[config.mk]
export PLATFORM = sky130hd
export DESIGN_NAME = debounce_d_flat
export DESIGN_NICKNAME = d
export VERILOG_FILES = /design/src/rtl/debounce_d_if.sv /design/src/rtl/debounce_d.sv /design/src/flat_wrapper.sv
export SDC_FILE = /design/constraint.sdc
export NUM_CORES = 1
export LEC_CHECK = 0
export ABC_AREA = 0
export CELL_PAD_IN_SITES_DETAIL_PLACEMENT = 1
export CELL_PAD_IN_SITES_GLOBAL_PLACEMENT = 1
export CORE_AREA = 4 4 41 43
export CTS_CLUSTER_SIZE = 20
export DETAILED_ROUTE_END_ITERATION = 8
export DIE_AREA = 0 0 45 47
export PLACE_DENSITY_LB_ADDON = 0.3
export SETUP_SLACK_MARGIN = 0.02
export SKIP_LAST_GASP = 1
export SLEW_MARGIN = 20
export SYNTH_ARGS = -nofsm -noshare
export SYNTH_HDL_FRONTEND = slang
export SYNTH_SLANG_ARGS = --single-unit
[constraint.sdc]
create_clock -name clk -period 3.1 [get_ports clk]
set_input_delay 0.93 -clock clk [delete_from_list [all_inputs] [get_ports clk]]
set_output_delay 0.93 -clock clk [all_outputs]
set_load 0.02 [all_outputs]
[src/rtl/debounce_d_if.sv]
// Signal bundle between a raw switch source and the debounce_d conditioner.
// The conditioner uses the slave modport; whoever drives btn uses master.
interface debounce_d_if;
    logic btn;
    logic q;
    logic nq;
    logic rise;
    logic fall;

    modport master (
        output btn,
        input  q,
        input  nq,
        input  rise,
        input  fall
    );

    modport slave (
        input  btn,
        output q,
        output nq,
        output rise,
        output fall
    );
endinterface

[src/rtl/debounce_d.sv]
// Switch debouncer: 2-flop synchronizer, then a counter-qualified FSM driving registered q/nq.
// Edge pulses rise/fall are built only when DEBOUNCE_EDGE_PULSE_EN is defined.
module debounce_d #(
    parameter int STABLE_CYCLES = 4
) (
    input  logic         clk,
    input  logic         rst,
    debounce_d_if.slave  bus
);

    localparam int CW = $clog2(STABLE_CYCLES) + 1;
    localparam logic [CW-1:0] CNT_TERM = CW'(STABLE_CYCLES - 1);
    localparam logic [CW-1:0] CNT_ONE  = CW'(1);

    typedef enum logic [1:0] {
        LOW       = 2'd0,
        RISE_WAIT = 2'd1,
        HIGH      = 2'd2,
        FALL_WAIT = 2'd3
    } state_t;

    logic          s1_reg;
    logic          s_reg;
    state_t        state_reg;
    logic [CW-1:0] cnt_reg;
    logic          q_reg;
    logic          nq_reg;

`ifdef DEBOUNCE_EDGE_PULSE_EN
    logic          rise_reg;
    logic          fall_reg;
`endif

    // btn is asynchronous; only s_reg is allowed to reach the filter.
    always_ff @(posedge clk or posedge rst) begin
        if (rst) begin
            s1_reg <= 1'b0;
            s_reg  <= 1'b0;
        end else begin
            s1_reg <= bus.btn;
            s_reg  <= s1_reg;
        end
    end

    always_ff @(posedge clk or posedge rst) begin
        if (rst) begin
            state_reg <= LOW;
            cnt_reg   <= '0;
            q_reg     <= 1'b0;
            nq_reg    <= 1'b1;
`ifdef DEBOUNCE_EDGE_PULSE_EN
            rise_reg  <= 1'b0;
            fall_reg  <= 1'b0;
`endif
        end else begin
`ifdef DEBOUNCE_EDGE_PULSE_EN
            rise_reg  <= 1'b0;
            fall_reg  <= 1'b0;
`endif
            case (state_reg)
                LOW: begin
                    if (s_reg) begin
                        state_reg <= RISE_WAIT;
                        cnt_reg   <= CNT_ONE;
                    end else begin
                        cnt_reg   <= '0;
                    end
                end
                RISE_WAIT: begin
                    // An opposing sample wins over the terminal count.
                    if (!s_reg) begin
                        state_reg <= LOW;
                        cnt_reg   <= '0;
                    end else if (cnt_reg == CNT_TERM) begin
                        state_reg <= HIGH;
                        cnt_reg   <= '0;
                        q_reg     <= 1'b1;
                        nq_reg    <= 1'b0;
`ifdef DEBOUNCE_EDGE_PULSE_EN
                        rise_reg  <= 1'b1;
`endif
                    end else begin
                        cnt_reg   <= cnt_reg + CNT_ONE;
                    end
                end
                HIGH: begin
                    if (!s_reg) begin
                        state_reg <= FALL_WAIT;
                        cnt_reg   <= CNT_ONE;
                    end else begin
                        cnt_reg   <= '0;
                    end
                end
                FALL_WAIT: begin
                    if (s_reg) begin
                        state_reg <= HIGH;
                        cnt_reg   <= '0;
                    end else if (cnt_reg == CNT_TERM) begin
                        state_reg <= LOW;
                        cnt_reg   <= '0;
                        q_reg     <= 1'b0;
                        nq_reg    <= 1'b1;
`ifdef DEBOUNCE_EDGE_PULSE_EN
                        fall_reg  <= 1'b1;
`endif
                    end else begin
                        cnt_reg   <= cnt_reg + CNT_ONE;
                    end
                end
                default: begin
                    state_reg <= LOW;
                    cnt_reg   <= '0;
                    q_reg     <= 1'b0;
                    nq_reg    <= 1'b1;
                end
            endcase
        end
    end

    assign bus.q  = q_reg;
    assign bus.nq = nq_reg;

`ifdef DEBOUNCE_EDGE_PULSE_EN
    assign bus.rise = rise_reg;
    assign bus.fall = fall_reg;
`else
    assign bus.rise = 1'b0;
    assign bus.fall = 1'b0;
`endif

endmodule

[src/flat_wrapper.sv]
// flat-port wrapper written by rule: the top's interface ports become plain ports
module debounce_d_flat 
#(
    parameter int STABLE_CYCLES = 4
)
  (clk, rst, bus_btn, bus_q, bus_nq, bus_rise, bus_fall);
  debounce_d_if bus_i ();
  input  logic clk;
  input  logic rst;
  input wire logic [$bits(bus_i.btn)-1:0] bus_btn;
  output wire logic [$bits(bus_i.q)-1:0] bus_q;
  output wire logic [$bits(bus_i.nq)-1:0] bus_nq;
  output wire logic [$bits(bus_i.rise)-1:0] bus_rise;
  output wire logic [$bits(bus_i.fall)-1:0] bus_fall;
  assign bus_i.btn = bus_btn;
  assign bus_q = bus_i.q;
  assign bus_nq = bus_i.nq;
  assign bus_rise = bus_i.rise;
  assign bus_fall = bus_i.fall;
  debounce_d #(.STABLE_CYCLES(STABLE_CYCLES)) u_core (.clk(clk), .rst(rst), .bus(bus_i));
endmodule
==> impl_results.md, run 1 <==
- Number of global-route vias before repair: approximately 290
- RD Place Congestion: 0.686
- VDD IR max: approximately 0.22 mV
- Post-synthesis cell area: 367 sq um
- Core area: 1300 sq um
- Post-Synth Simple-Gate Area: 16.0%
- Global route total overflow: 0
- Fin area: 440 sq um
- Post-synthesis mux area share: 0%
- Placed inst area: around 410 sq um
- H-tree Lvls: 1
- Setup TNS: 0 ns
- Max Fclk: 430 MHz
- Final min period: between 2 and 2.5 ns
- Sequential element share of the synthesized area: between 60 and 70%
- Net count, final: 42
- Residual DRC: 0
- Total number of vias: 244
- Hold WS: 0.354 ns
- Final Hold Vio Count: 0
- Share of cells above drive strength 1: between 10% and 20%
- Delay-heaviest family, CP: buffers and inverters
- DR iter-0 viols: 0
- DIE AREA: 2120 sq um
- Detailed-route vias per instance: 4.69
- DP Cell Count: between 40 and 50
- Synth Area in Adders: 3.41%
- Starting Density: around 28%
- CTS resizes: 0
- Total iterations of the first detailed-routing run: 1
- GRT Overall Usage: 9.13%
- Critical path peak fanout: 3
- Clock buffer depth: 2
- Width of the die: 45 microns
- Port buffer count: 4
- DR WL/cell: between 10 and 15 microns
- Flop-to-flop setup slack: 1.89 ns
- PD cells: approximately 810 nW/um^2
- Area Growth Syn to Fin: 20.1%
- Post-synthesis cell type count: 18
- Post-Synth XOR/XNOR Area: around 2.4%
- Final Setup Violations: 0
- Main combinational cell family by area after synthesis: simple AND/OR/NAND/NOR gates
- Fill cells: 146
- Max incr delay on CP: ~0.60 ns
- Pin count of the biggest net entering global routing: 10
- Number of max-cap violations: 0
- CP startpoint kind: flop
- Compound-cell area share of the yosys netlist: between 10% and 20%
- Setup Fix Bufs, Post-CTS: 0
- Yosys warns: 0
- Hold WC Path Type: reg -> reg
- Site Rows: 13
- Cell chain of the critical path: clkdlybuf4s50_1
- Slew Limit Fails: 0
- Worst-Skew Late Latency: 0.26 ns
- Initial antenna violation count: 0
- Crit path kind: reg -> out
- Final worst path period share: about three quarters
- Diodes inserted: 0
- Routed Antenna Nets: 0
- Leakage: 0.208 nW
- Clock-pin slew on the worst setup and hold paths: 0.06 ns
- Flops & latches, synth: 9
- Inserted Clock Buffers: 3
- Clock sink count: 9
- Worst path arrival time: between 1 and 1.5 ns
- RSZ-0062 raised after global routing: no
- First-pass GRT wire length: 1.28 mm
- Io pins: 7
- CTS tree: yes
- Syn avg cell area: 12.2 sq um
- Final Skew: approximately 0.0060 ns
- CTS root buffer: clkbuf_4
- CP bufs+invs: 1
- CP max-delay cell: clkdlybuf4s50_1
- WL final: around 770 microns
- Synth Instances: 30
- Hold_buf cts: 0
- Fin cells: 52
- CP endpoint kind: output pin
- Status: finished, final reports clean
- Die span in y: 47 microns
- WP data required: 2.17 ns
[metal layers]
layer  global-route usage, %  vias up  routed length [microns]
li1                        -      117                        -
met1                    8.98      120                      314
met2                    17.2        7                      409
met3                    2.30        0                       48
met4                    5.26        0                        0
met5                       0        -                        0
[power by group]
part | internal (W) | switching (W) | leakage [nW] | total, W
Clock | 0.0000496 | 0.0000409 | 0.0150 | 0.0000904
Combinational | 0.0000435 | 0.0000421 | 0.0856 | 0.0000857
Sequential | 0.000151 | 0.0000276 | 0.107 | 0.000179
[kinds of logic (layout without fill, tap and decap cells)]
family                   Yosys count  in the layout
flip-flops                         9              9
AND/OR/NAND/NOR                    9              9
AO/OA/AOI/OAI                      6              6
buffers and inverters              3              9
adder cells (fa/ha/maj)            1              1
other                              1              2
XOR/XNOR                           1              1
[final timing paths]
| check | from | cells past startpoint | to |
|---|---|---|---|
| min in group asynchronous | rst | 2 | u_core.cnt_reg[1] |
| min | u_core.s1_reg | 0 | u_core.s_reg |
| min reg2reg | u_core.s1_reg | 0 | u_core.s_reg |
| max in group asynchronous | rst | 2 | u_core.bus.nq |
| max reg2reg | u_core.cnt_reg[0] | 4 | u_core.cnt_reg[0] |
| max | u_core.bus.nq | 1 | bus_nq |
[metrics by stage]
step,setup slack [ns],util [%],power [W]
after global placement,1.06,31.8,0.000255
final,0.776,33.8,0.000355
after detailed placement,1.04,31.8,0.000268
after global routing,0.748,33.8,0.000379
after floorplan,1.60,-,0.000233
after CTS,0.756,33.8,0.000362
[worst reg2reg max path: stages, from the launching register on]
cell and delay [ns]:
dfrtp_1 0.35, ha_1 0.18, nor2b_1 0.23, o21ai_0 0.13
and2_2 0.21
[area by class of cell]
type / count / area [sq um] / area share [%]
Sequential cell: 9 / 226 / 51.4
Multi-Input combinational cell: 19 / 125 / 28.4
Timing Repair Buffer: 4 / 40.0 / 9.09
Clock buffer: 4 / 26.3 / 5.97
Tap cell: 15 / 18.8 / 4.26
Inverter: 1 / 3.75 / 0.852
[layout by cell type (no fill, tap or decap)]
| master | netlist | routed |
|---|---|---|
| nand3_1 | 1 | 1 |
| clkbuf_1 | 0 | 1 |
| and4b_1 | 1 | 1 |
| dfstp_2 | 1 | 1 |
| o21ai_0 | 3 | 3 |
| nand3b_1 | 1 | 1 |
| conb_1 | 1 | 2 |
| a31oi_1 | 1 | 1 |
| and2_2 | 2 | 2 |
| dfrtp_1 | 8 | 8 |
| and3_2 | 1 | 1 |
| ha_1 | 1 | 1 |
| o21bai_1 | 1 | 1 |
| xor2_1 | 1 | 1 |
| a22o_1 | 1 | 1 |
| nand2_1 | 2 | 2 |
| inv_1 | 1 | 1 |
| clkdlybuf4s50_1 | 0 | 4 |
| nor2b_1 | 1 | 1 |
| clkbuf_4 | 0 | 3 |
[Yosys cell counts (all sizes together)]
cell type	instances	area share, %
dfrtp	8	55
o21ai	3	4.1
and2	2	4.1
buf	2	4.1
nand2	2	2.0
a22o	1	2.4
a31oi	1	1.7
and3	1	2.0
and4b	1	2.7
conb	1	1.0
dfstp	1	7.2
ha	1	3.4
inv	1	1.0
nand3	1	1.4
nand3b	1	2.0
nor2b	1	1.7
o21bai	1	2.0
xor2	1	2.4
Power figures use the tool's default switching activity.
==> run 2: changes to the inputs <==
==> constraint.sdc (replaced) <==
create_clock -name clk -period 2.21 [get_ports clk]
set_input_delay 0.663 -clock clk [delete_from_list [all_inputs] [get_ports clk]]
set_output_delay 0.663 -clock clk [all_outputs]
set_load 0.02 [all_outputs]
==> results of run 2 <==
The final DEF is identical to that of run 1. Status: finished, final reports clean.
Among the figures that moved: setup slack after placement 1.04 ns -> 0.419 ns; setup slack after layout 0.776 ns -> 0.153 ns; register-to-register setup slack 1.89 ns -> 1.00 ns; total power 0.000355 W -> 0.000498 W; worst IR drop on VDD 0.224 mV -> 0.314 mV
